===== src/rtl/fsm_lect_rtc.sv =====
// Read sequencer for the external parallel RTC on the muxed 8-bit AD bus.
// Sends the 0xF0 transfer command, then reads nine time/timer registers
// into a staging bank, and publishes all nine together when the sequence ends.
module fsm_lect_rtc #(
  parameter int T_PULSE = 9,
  parameter int T_GAP   = 8
) (
  input  logic       clk,
  input  logic       reset,
  input  logic       do_it_lect,
  input  logic [7:0] ad_in,
  output logic [7:0] ad_out,
  output logic       ad_oe,
  output logic       a_d,
  output logic       cs,
  output logic       rd,
  output logic       wr,
  output logic       busy,
  output logic       done,
  output logic [7:0] seg,
  output logic [7:0] min,
  output logic [7:0] hora,
  output logic [7:0] dia,
  output logic [7:0] mes,
  output logic [7:0] anio,
  output logic [7:0] seg_tim,
  output logic [7:0] min_tim,
  output logic [7:0] hora_tim
);

  typedef enum logic [1:0] {IDLE, PULSE, GAP} state_t;

  localparam logic [4:0] LAST_STEP = 5'd19;

  state_t          state, state_nxt;
  logic [7:0]      cnt, cnt_nxt;
  logic [4:0]      step, step_nxt;
  logic            cs_nxt, rd_nxt, wr_nxt, a_d_nxt, ad_oe_nxt, busy_nxt, done_nxt;
  logic [7:0]      ad_out_nxt;
  logic            cap, load, drive_p;
  logic [4:0]      ps;
  logic [3:0]      k_cur;
  logic [8:0][7:0] stage, snap;

  // Steps 0 and 1 are the command write; after that even steps are address
  // writes and odd steps are data reads.
  function automatic logic is_wr(input logic [4:0] s);
    return (s < 5'd2) || !s[0];
  endfunction

  // Byte driven onto the bus for a write-type step.
  function automatic logic [7:0] step_addr(input logic [4:0] s);
    logic [3:0] k;
    k = 4'((s - 5'd2) >> 1);
    if (s < 5'd2)        return 8'hF0;
    else if (k < 4'd6)   return 8'h21 + {4'd0, k};
    else                 return 8'h3B + {4'd0, k};
  endfunction

  // Register slot for the current read step (step 3 -> 0 ... step 19 -> 8).
  assign k_cur = 4'((step - 5'd2) >> 1);

  // State, timing counter and step index.
  always_ff @(posedge clk or posedge reset) begin
    if (reset) begin
      state <= IDLE;
      cnt   <= '0;
      step  <= '0;
    end else begin
      state <= state_nxt;
      cnt   <= cnt_nxt;
      step  <= step_nxt;
    end
  end

  // Next state plus the next value of every registered bus/status output.
  always_comb begin
    state_nxt  = state;
    cnt_nxt    = cnt;
    step_nxt   = step;
    cs_nxt     = 1'b1;
    rd_nxt     = 1'b1;
    wr_nxt     = 1'b1;
    a_d_nxt    = 1'b1;
    ad_oe_nxt  = 1'b0;
    ad_out_nxt = ad_out;
    busy_nxt   = busy;
    done_nxt   = 1'b0;
    cap        = 1'b0;
    load       = 1'b0;
    drive_p    = 1'b0;
    ps         = step;
    unique case (state)
      IDLE: begin
        busy_nxt = 1'b0;
        if (do_it_lect) begin
          state_nxt = PULSE;
          cnt_nxt   = '0;
          step_nxt  = '0;
          busy_nxt  = 1'b1;
          drive_p   = 1'b1;
          ps        = '0;
        end
      end
      PULSE: begin
        if (cnt == 8'(T_PULSE - 1)) begin
          state_nxt = GAP;
          cnt_nxt   = '0;
          // keep driving one extra cycle after a write for hold time
          ad_oe_nxt = is_wr(step);
          cap       = !is_wr(step);
        end else begin
          cnt_nxt = cnt + 8'd1;
          drive_p = 1'b1;
        end
      end
      GAP: begin
        if (cnt == 8'(T_GAP - 1)) begin
          cnt_nxt = '0;
          if (step == LAST_STEP) begin
            state_nxt = IDLE;
            busy_nxt  = 1'b0;
            done_nxt  = 1'b1;
            load      = 1'b1;
          end else begin
            state_nxt = PULSE;
            step_nxt  = step + 5'd1;
            drive_p   = 1'b1;
            ps        = step + 5'd1;
          end
        end else begin
          cnt_nxt = cnt + 8'd1;
        end
      end
      default: state_nxt = IDLE;
    endcase
    if (drive_p) begin
      cs_nxt = 1'b0;
      if (is_wr(ps)) begin
        wr_nxt     = 1'b0;
        ad_oe_nxt  = 1'b1;
        ad_out_nxt = step_addr(ps);
        a_d_nxt    = ps[0];
      end else begin
        rd_nxt = 1'b0;
      end
    end
  end

  // Registered bus strobes and status.
  always_ff @(posedge clk or posedge reset) begin
    if (reset) begin
      cs     <= 1'b1;
      rd     <= 1'b1;
      wr     <= 1'b1;
      a_d    <= 1'b1;
      ad_oe  <= 1'b0;
      ad_out <= 8'h00;
      busy   <= 1'b0;
      done   <= 1'b0;
    end else begin
      cs     <= cs_nxt;
      rd     <= rd_nxt;
      wr     <= wr_nxt;
      a_d    <= a_d_nxt;
      ad_oe  <= ad_oe_nxt;
      ad_out <= ad_out_nxt;
      busy   <= busy_nxt;
      done   <= done_nxt;
    end
  end

  // Staging bank captures each read; the snapshot updates only at completion.
  always_ff @(posedge clk or posedge reset) begin
    if (reset) begin
      stage <= '0;
      snap  <= '0;
    end else begin
      if (cap)  stage[k_cur] <= ad_in;
      if (load) snap <= stage;
    end
  end

  assign seg      = snap[0];
  assign min      = snap[1];
  assign hora     = snap[2];
  assign dia      = snap[3];
  assign mes      = snap[4];
  assign anio     = snap[5];
  assign seg_tim  = snap[6];
  assign min_tim  = snap[7];
  assign hora_tim = snap[8];

endmodule


===== config.mk =====
export PLATFORM = sky130hd
export DESIGN_NAME = fsm_lect_rtc
export DESIGN_NICKNAME = d
export VERILOG_FILES = /design/src/rtl/fsm_lect_rtc.sv
export SDC_FILE = /design/constraint.sdc
export NUM_CORES = 1
export LEC_CHECK = 0
export CAP_MARGIN = 5
export CORE_MARGIN = 8
export CORE_UTILIZATION = 59
export DETAILED_ROUTE_END_ITERATION = 10
export PLACE_DENSITY = 0.89
export SLEW_MARGIN = 20
export SYNTH_ARGS = -nofsm -noshare
export SYNTH_HDL_FRONTEND = slang
export SYNTH_SLANG_ARGS = --single-unit

===== constraint.sdc =====
create_clock -name clk -period 17.99 [get_ports clk]
set_input_delay 3.598 -clock clk [delete_from_list [all_inputs] [get_ports clk]]
set_output_delay 3.598 -clock clk [all_outputs]
set_load 0.1 [all_outputs]

* Word level (Yosys, flattened, before mapping) *
Cells that the tools add are included.
Widths: inputs -> output; s select.

storage, ports and cells
  bits in registers = 174
  input bits = 11
  output and inout port bits = 87

operators by class
  add/subtract/negate cells = 6
  order comparisons = 5
  equal/unequal tests = 9
  mux-type cells = 42
  reduce and logical (&&, ||, !) cells = 13

operators by type and width
  cell                 count
  $bwmux 72            1
  $mux 8               5
  $demux 8 s4          1
  $pmux 8 s3           1
  $mux 1               23
  $mux 5               3
  $add 6x4->7 const A  2
  $lt 5x2->1 const B   2
  $pmux 5 s2           1
  $sub 5x2->5 const B  2
  $add 8x1->8 const B  1
  $eq 8x3->1 const B   1
  $eq 8x4->1 const B   1
  $ne 2x2->1 const B   4
  $mux 7               1
  $mux 2               3
  $pmux 2 s3           1
  $reduce_and 3->1     2
  $add 5x1->5 const B  1
  $eq 5x5->1 const B   1
  $lt 4x5->1 const B   1
  $ge 4x1->1 const B   1
  $lt 4x3->1 const B   1
  $reduce_and 2->1     2
  10 further kinds     13

* Depth between registers and ports, before layout *
Gate-level depths: netlist of the first run.

  depth after elaboration = 8
  mapped depth = 14
  depth with buffers taken out = 14

* Least setup slack after synthesis of the first run *
Ideal clock, no wire load.

  path type = input -> register
  start = input do_it_lect
  end = register ad_out[2]
  data arrival time = 5305 ps
  path slack = 12563 ps
  stages on the path = 10
  cell sequence = mux2i_1 a211o_2 inv_1 ha_1 inv_1 nor3_1 nor2_1 nor2_2 inv_1 a22o_1

between the ends
  cells in the longest elaborated chain, start to end = 6
  elaborated cells on any way between the ends = 14

ends and longest elaborated chain
  element                                    line  RTL
  start: declaration                         10    input logic do_it_lect,
  $mux 5 *                                   --
  $pmux 5 s2 *                               93    unique case (state)
  via ps[1]                                  41    logic [4:0] ps;
  $sub 5x2->5                                54    k = 4'((s - 5'd2) >> 1);
  $add 6x4->7, or another cell as far along  57    else return 8'h3B + {4'd0, k};
  $mux 7                                     56    else if (k < 4'd6) return 8'h21 + {4'd0, k};
  $mux 8                                     55    if (s < 5'd2) return 8'hF0;
  end signal: assignment                     167   ad_out <= ad_out_nxt;
  end: declaration                           12    output logic [7:0] ad_out,

Mark *: on every way through the listed nets, which the timed path passes. The rest lies on a longest branch.
A chain may end at the register's enable or synchronous reset.

* Worst setup path in the final report of the first run *
Ends and elaborated chain as after synthesis.

==> results of run 1 <==
-- cells in the final DEF (no fill, tap or decap), drive strengths merged, types with 2 or more instances in the layout --
cell	synthesis	routed
nand2	31	31
buf	2	2
nand2b	10	10
inv	14	14
dfrtp	170	170
a21oi	3	3
mux2i	3	3
clkbuf	12	24
o31ai	4	4
or3b	2	2
a211o	2	2
clkdlybuf4s50	0	97
dfstp	4	4
bufinv	0	4
nand4	4	4
nand3b	3	3
mux2	146	146
and3	4	4
clkinv	1	3
o21ai	19	19
nor2	17	17
xnor2	4	4
nand3	5	5
a31oi	2	2
o211ai	3	3
a2bb2oi	2	2
ha	9	9
nor3	9	9
or4	3	3
nor2b	4	4
-- power groups by stage --
stage	Clock [mW]	Combinational, mW	Sequential (mW)
floorplan	0	0.0555	0.467
global placement	0	0.137	0.417
detailed placement	0	0.142	0.417
CTS	0.380	0.143	0.410
global route	0.396	0.154	0.412
finish	0.377	0.143	0.411
-- layout make-up --
class,count,area share (%)
timing repair buffer,99,11.1
sequential,174,48.9
inverter,15,0.744
tap,147,2.06
multi-input combinational,307,30.4
clock buffer,24,5.29
clock inverter,6,1.50
-- kinds of logic after synthesis --
group / count (synthesis) / synth area share [%]
xor+xnor: 5 / 0.715
simple gates: 100 / 7.68
mux: 149 / 23.4
flops: 174 / 60.7
fa+ha+maj: 9 / 1.57
compound gates: 44 / 4.27
buf+inv: 29 / 1.69
-- flip-flops by register name, indices dropped and copies added, names as in the netlist --
name      cells
seg_tim       8
min_tim       8
cs            1
mes           8
dia           8
done          1
anio          8
stage        72
ad_oe         1
state         2
hora_tim      8
seg           8
min           8
busy          1
wr            1
a_d           1
step          5
ad_out        8
cnt           8
rd            1
hora          8
-- layer usage --
metal  wire [um]  track usage [%]  vias to the layer above
met4         266             7.15                        0
met1        6710             24.9                     2319
met5           0                0                        -
met3         910             5.78                       26
li1            -                -                     2020
met2        7520             32.8                      114
-- stage by stage --
stage	total power [mW]	area, um^2	hold slack, ps
floorplan	0.522	7180	477
global placement	0.554	8300	484
detailed placement	0.559	8300	491
CTS	0.934	8910	504
global route	0.962	8910	513
finish	0.930	8910	502
-- final timing paths --
kind	startpoint	end	depth (start not counted)
max	do_it_lect	ad_out[2]$_DFFE_PP0P_	11
min	stage[13]$_DFFE_PP0P_	stage[13]$_DFFE_PP0P_	1
max reg2reg	state[0]$_DFFE_PP0P_	ad_out[2]$_DFFE_PP0P_	12
min reg2reg	stage[13]$_DFFE_PP0P_	stage[13]$_DFFE_PP0P_	1
max in group asynchronous	reset	min[5]$_DFFE_PP0P_	4
min in group asynchronous	reset	cnt[0]$_DFFE_PP0P_	2
==> run metrics, run 1 <==
clock slew at reported path FFs=60 ps; Diodes inserted=0; worst stage delay on the critical path=roughly 530 ps; Period Utilization, post-route=between 30% and 40%; delay-heaviest family, CP=buffers and inverters; non-filler instance count after layout=772; gr usage total=~20%; clk sink count=174; nets@finish=between 600 and 700; I/O pin count=between 90 and 100; PwrDens=104 mW/mm^2; Final Setup Violations=0; DRT iter0 DRCs=between 200 and 250; pre-CTS setup slack=11530 ps; Post-CTS Hold Buffers=0; cell count after synthesis=between 500 and 600; Tmin final=6090 ps; vias in the first global route=around 4700; Max Cap Viol=0; Synth top cells by count=dfrtp_1, mux2_2, nand2_1; final WL=15400 um; Die Area=around 0.016 mm^2; Crit Path Class=in -> reg; Mapped Nets=530; Clk pwr share=between 40% and 50%; # rows=40; CTS resizes=0; Worst Hold Class=reg -> reg; status=completed; CORE AREA=between 0.01 and 0.015 mm^2; Synth area leader=dfrtp_1; worst reg2reg setup slack=14440 ps; Main synth FF type=dfrtp_1; sequential cell area=0.00436 mm^2; Comb power frac=15.4%; setup TNS=0 ps; CTS tree=built; worst path bufs/invs=4; H-tree levels=4; sequential group share of total power=44.1%; antenna-violating nets left=0; sw frac=27.1%; Util after Layout=74.5%; ranking of synthesized cells by area=dfrtp_1, mux2_2, nand2_1; post-detail-place hpwl=10600 um; Worst-Skew Late Latency=about 420 ps; FFs w/ async S/R, synth=100%; yosys warns=0; Max Slew Vio Count=0; Leak=4.32 nW; initial antenna violation count=0; DIE WIDTH=between 100 and 150 um; Die Y=126 um; vias=4479; fill cell count=705; cell internal pwr=678 uW; Startpoint Class=primary input; number of synthesized register bits=174; count leader, synth=dfrtp_1; Crit-path slowest cell=clkdlybuf4s50_1; RSZ-0062 raised after global routing=false; Worst EP required=18290 ps; CP max FO=6; CTS Root Cell=clkbuf_16; layout cells sized above 1=31.4%; Clock Path Buffers=2; Syn Area/Cell=about 14 um^2; EDFF count, synth=0; WL/cell=20.0 um; post-CTS setup buffers=0; Hold Fails Final Rpt=0; Setup crit end kind=flop; Critical Path AT=roughly 6400 ps; DP Cell Count=742; first-pass GRT wire length=around 25000 um; vias per std cell=5.80; area grow syn2layout=24.1%; Unique masters post-synth=56; PortBufs=97; Starting Density=60.0%; GRT overflow=0; Fmax=0.164 GHz; DR pass1 iterations=4; CTS buffer count=17; sequential fraction of the synthesis area=between 60% and 70%; Mapped Area=0.00718 mm^2; RePlAce Congestion=slightly below 0.9; skew final=9.36 ps; crit path cell chain=clkdlybuf4s50_1, mux2i_1, a211o_2, inv_1, ha_1, inv_1, nor3_1, nor2_1, nor2_2, inv_1, a22o_1; Multi-input gate area=roughly 0.0027 mm^2; Slew HR=30.2%; Max VDD drop=0.000100 V; cell mode on critical path=inv_1; largest net degree at the start of global routing=74; Slew @ Worst Pin=1040 ps; DRC violation count after routing=0; NetSw=~250 uW; top-area cell type share of the netlist area=59.2%; setup slack after layout=11900 ps
No activity file was read; power rests on OpenSTA's default activity.
==> inputs of run 2 (changes only) <==
--- a/config.mk
+++ b/config.mk
@@ -7,9 +7,9 @@
 export LEC_CHECK = 0
 export CAP_MARGIN = 5
 export CORE_MARGIN = 8
-export CORE_UTILIZATION = 59
+export CORE_UTILIZATION = 49
 export DETAILED_ROUTE_END_ITERATION = 10
-export PLACE_DENSITY = 0.89
+export PLACE_DENSITY = 0.79
 export SLEW_MARGIN = 20
 export SYNTH_ARGS = -nofsm -noshare
 export SYNTH_HDL_FRONTEND = slang
==> constraint.sdc (replaced) <==
create_clock -name clk -period 5.55 [get_ports clk]
set_input_delay 1.11 -clock clk [delete_from_list [all_inputs] [get_ports clk]]
set_output_delay 1.11 -clock clk [all_outputs]
set_load 0.1 [all_outputs]
==> run 2 against run 1 <==
Compared with the run above:
- non-clock buffer count shrank 1
- cell count up 4.9%
- worst hold slack about the same
- combinational power rose to 3.2 times the previous value
- critical endpoint unchanged
- largest power group unchanged
==> run metrics, run 2 (synthesized netlist as in run 1, its figures left out) <==
status=completed; first-pass GRT wire length=around 25000 um; CTS resizes=0; Tmin final=approximately 3400 ps; skew final=6.53 ps; Clock Path Buffers=2; CP max FO=6; Leak=between 4 and 5 nW; CTS Root Cell=clkbuf_16; # rows=44; PwrDens=about 340 mW/mm^2; GRT overflow=0; largest register by flop count=stage; vias=4456; Critical Path AT=3730 ps; Starting Density=49.8%; Die Area=~0.019 mm^2; most common cell after layout, fill and taps aside=dfrtp_1; Final Setup Violations=0; Setup crit end kind=flop; Reg2Reg Depth=12; post-detail-place hpwl=10300 um; largest net degree at the start of global routing=175; Hold Fails Final Rpt=0; H-tree levels=4; Max Cap Viol=0; Largest register FFs=72; RePlAce Congestion=0.861; Worst Hold Class=reg -> reg; area grow syn2layout=25.1%; DP Cell Count=778; overall power=3.07 mW; CTS tree=built; Die Y=137 um; Max VDD drop=0.000460 V; antenna-violating nets left=0; Crit Path Class=in -> reg; final WL=~16000 um; gr usage total=17.2%; Fmax=0.292 GHz; Worst EP required=5860 ps; Post-CTS Hold Buffers=0; CTS buffer count=17; Diodes inserted=0; Slew HR=a little under a third; initial antenna violation count=0; DRC violation count after routing=0; Startpoint Class=primary input; PortBufs=97; worst reg2reg path endpoint=ad_out[2]$_DFFE_PP0P_; Hold Startpoint=stage[64]$_DFFE_PP0P_; nets@finish=633; clk sink count=approximately 170; hold path cells=1; clock slew at reported path FFs=70 ps; reg-to-reg startpoint=state[0]$_DFFE_PP0P_; most frequent cells in the layout=dfrtp_1, mux2_2, clkdlybuf4s50_1; setup TNS=0 ps; RSZ-0062 raised after global routing=false; non-filler instance count after layout=810; post-CTS setup buffers=0; WL/cell=19.2 um; DRT iter0 DRCs=299; worst reg2reg setup slack=about 2200 ps; layout cells sized above 1=32.3%; Period Utilization, post-route=61.7%; CORE AREA=0.0144 mm^2; DR pass1 iterations=4; Max Slew Vio Count=0; I/O pin count=98; vias in the first global route=4688; vias per std cell=about 5.5; Slew @ Worst Pin=1030 ps; DIE WIDTH=137 um; Worst-Skew Late Latency=about 420 ps; WHS Endpoint=hora_tim[0]$_DFFE_PP0P_; fill cell count=approximately 1100
## run 2: worst max path at each step
stage | from | to | slack [ps] | cells past startpoint
2_1_floorplan | reset | ad_oe$_DFF_PP0_ | 2220 | 1
3_3_place_gp | do_it_lect | ad_out[2]$_DFFE_PP0P_ | 1880 | 11
5_1_grt | state[0]$_DFFE_PP0P_ | ad_out[2]$_DFFE_PP0P_ | 1880 | 12
4_1_cts | do_it_lect | ad_out[2]$_DFFE_PP0P_ | 2170 | 11
3_5_place_dp | do_it_lect | ad_out[2]$_DFFE_PP0P_ | 1730 | 11
6_report | do_it_lect | ad_out[2]$_DFFE_PP0P_ | 2120 | 11
## run 2: worst max-delay path, stage by stage
cell and delay (ps):
clkdlybuf4s50_1 520, mux2i_1 190, a211o_2 450, inv_1 170, ha_1 240, inv_1 110
nor3_1 270, nor2_1 110, nor2_2 160, inv_1 140, a22o_1 250
## run 2: where the power goes
group,total [mW],leakage (nW),internal (mW),switching [mW]
Combinational,0.459,1.63,0.115,0.344
Clock,1.28,0.314,0.764,0.511
Sequential,1.33,2.39,1.31,0.0225
Total,3.07,4.33,2.19,0.878
## run 2: routing by layer
metal / track usage [%] / vias to the layer above / part of all wire [%] / routed length (um)
met1: 22.2 / 2301 / 44 / 6870
met4: 6.64 / 0 / 2.1 / 325
met5: 0 / - / 0 / 0
li1: - / 2028 / - / -
met2: 27.2 / 105 / 48 / 7530
met3: 4.63 / 22 / 5.3 / 820
## run 2: layout make-up
cell class	count	area, um^2	share of cell area [%]
flip-flops and latches	174	4360	48.5
multi-input cells	307	2710	30.1
repair buffers	98	991	11.0
clock buffers	17	425	4.73
well taps	184	230	2.56
clock inverters	15	208	2.31
inverters	15	65.1	0.724
## run 2: through the flow
step | hold slack (ps) | cell area [um^2] | util [%] | worst slack (ps)
after floorplan | 477 | 7180 | - | 2220
after global placement | 476 | 8350 | 57.9 | 1880
after detailed placement | 492 | 8350 | 57.9 | 1730
after CTS | 506 | 8990 | 62.3 | 2170
after global routing | 515 | 8990 | 62.3 | 1880
final | 502 | 8990 | 62.3 | 2120
==> inputs of run 3 (changes only) <==
--- a/config.mk
+++ b/config.mk
@@ -7,9 +7,9 @@
 export LEC_CHECK = 0
 export CAP_MARGIN = 5
 export CORE_MARGIN = 8
-export CORE_UTILIZATION = 49
+export CORE_UTILIZATION = 55
 export DETAILED_ROUTE_END_ITERATION = 10
-export PLACE_DENSITY = 0.79
+export PLACE_DENSITY = 0.84
 export SLEW_MARGIN = 20
 export SYNTH_ARGS = -nofsm -noshare
 export SYNTH_HDL_FRONTEND = slang
==> constraint.sdc (replaced) <==
create_clock -name clk -period 3.4 [get_ports clk]
set_input_delay 0.68 -clock clk [delete_from_list [all_inputs] [get_ports clk]]
set_output_delay 0.68 -clock clk [all_outputs]
set_load 0.1 [all_outputs]
==> run 3 against run 2 <==
Compared with the run above:
- first-iteration DRC count down 8.4%
- critical path type is now reg -> reg
- global-route usage rose by 2.0 points
- count of clock-buffer cells in the layout up 5
- critical endpoint unchanged
- core utilization grew 7.8 points
- register-to-register slack lost 1800 ps
- via count about the same
- combinational power grew 66%
==> run metrics, run 3 (synthesized netlist as in run 1, its figures left out) <==
status=completed; Critical Path AT=around 3400 ps; fill cell count=865; CTS Root Cell=clkbuf_16; DP Cell Count=782; worst path bufs/invs=3; Max Slew Vio Count=0; Post-Layout Inst Area=just under 0.009 mm^2; setup TNS=0 ps; most frequent cells in the layout=dfrtp_1, mux2_2, buf_4; cell internal pwr=approximately 3.4 mW; pre-CTS setup slack=roughly 210 ps; area grow syn2layout=23.7%; clock slew at reported path FFs=60 ps; Starting Density=56.7%; Clock Path Buffers=2; Crit Path Class=reg -> reg; Fmax=0.325 GHz; DIE WIDTH=approximately 130 um; Final Setup Violations=0; clk sink count=174; NetSw=1.37 mW; Die Y=130 um; Slew @ Worst Pin=993 ps; Max Cap Viol=0; GRT overflow=0; Post-CTS Hold Buffers=0; vias per std cell=5.48; Slew HR=33.8%; # rows=41; non-filler instance count after layout=813; largest register by flop count=stage; largest net degree at the start of global routing=between 70 and 80; Worst-Skew Late Latency=between 400 and 500 ps; initial antenna violation count=0; placed instance area=roughly 0.0083 mm^2; PortBufs=97; antenna-violating nets left=0; Period Utilization, post-route=between 90% and 100%; post-detail-place hpwl=between 10000 and 15000 um; RSZ-0062 raised after global routing=false; Hold Fails Final Rpt=0; sequential cell area=between 0.004 and 0.005 mm^2; Max VDD drop=around 0.00065 V; Worst Hold Class=reg -> reg; layout cells sized above 1=43.8%; most common cell after layout, fill and taps aside=dfrtp_1; Multi-input gate area=0.00271 mm^2; I/O pin count=98; worst reg2reg setup slack=320 ps; CORE AREA=0.0127 mm^2; DRC violation count after routing=0; skew final=7.40 ps; Crit-path slowest cell=dfrtp_1; vias in the first global route=4750; H-tree levels=4; Startpoint Class=flop; RePlAce Congestion=0.806; first-pass GRT wire length=24900 um; sequential group share of total power=45.6%; cell mode on critical path=inv_1; Comb power frac=between 10% and 20%; WL/cell=18.9 um; Fin Hold WS=501 ps; vias=4457; CTS tree=built; sw frac=between 20 and 30%; Die Area=0.0170 mm^2; Clk pwr share=38.4%; DR pass1 iterations=5; Largest register FFs=between 70 and 80; gr usage total=19.3%; worst stage delay on the critical path=570 ps; nets@finish=649; Worst EP required=about 3700 ps; Setup crit end kind=flop; setup slack after layout=between 300 and 400 ps; final WL=roughly 15000 um; Diodes inserted=0; crit path cell chain=ha_1, nand4bb_1, nor4b_1, a211o_2, inv_1, ha_1, inv_1, nor3_1, nor2_1, nor2_2, inv_1, a22o_1; DRT iter0 DRCs=274; Leak=4.49 nW; delay-heaviest family, CP=simple AND/OR/NAND/NOR gates; Tmin final=3080 ps; PwrDens=~540 mW/mm^2; CTS buffer count=17; CP max FO=10
[run 3: metal layers]
| metal | wire [um] | global-route usage [%] |
|---|---|---|
| met3 | 942 | 5.02 |
| met1 | 6790 | 24.5 |
| met4 | 291 | 7.10 |
| met2 | 7350 | 31.2 |
| met5 | 0 | 0 |
[run 3: path summary, 6_finish.rpt]
path,startpoint,to,cells after the start
min reg2reg,stage[15]$_DFFE_PP0P_,stage[15]$_DFFE_PP0P_,1
max reg2reg,step[1]$_DFF_PP0_,ad_out[2]$_DFFE_PP0P_,12
min in group asynchronous,reset,seg[4]$_DFFE_PP0P_,2
max,step[1]$_DFF_PP0_,ad_out[2]$_DFFE_PP0P_,12
min,stage[15]$_DFFE_PP0P_,stage[15]$_DFFE_PP0P_,1
max in group asynchronous,reset,wr$_DFF_PP1_,3
[run 3: power groups by stage]
stage / registers, mW / logic [mW] / clock network, mW
2_1_floorplan: 2.47 / 0.294 / 0
3_3_place_gp: 2.21 / 0.739 / 0
3_5_place_dp: 2.21 / 0.758 / 0
4_1_cts: 2.17 / 0.763 / 1.85
5_1_grt: 2.18 / 0.818 / 1.94
6_report: 2.17 / 0.760 / 1.83
[run 3: layout make-up]
| cell class | instances | share of cell area [%] |
|---|---|---|
| flip-flops and latches | 174 | 49.1 |
| multi-input cells | 307 | 30.5 |
| repair buffers | 114 | 11.0 |
| clock buffers | 22 | 5.34 |
| well taps | 172 | 2.42 |
| clock inverters | 9 | 0.958 |
| inverters | 15 | 0.732 |
[run 3: worst register-to-register path: stages (launching register included)]
cell       delay, ps
dfrtp_1          570
ha_1             270
nand4bb_1        240
nor4b_1          230
a211o_2          320
inv_1             90
ha_1             210
inv_1            100
nor3_1           260
nor2_1           110
nor2_2           170
inv_1            140
a22o_1           250
[run 3: timing repair]
action / CTS / global route
buffers inserted: 0 / 0
gates resized for setup: 0 / 1
setup endpoints to repair: 0 / 1
[run 3: per-stage QoR]
stage,power [mW],utilization [%]
5_1_grt,4.94,70.1
6_report,4.76,70.1
3_3_place_gp,2.94,65.7
4_1_cts,4.79,70.1
3_5_place_dp,2.96,65.7
2_1_floorplan,2.76,-
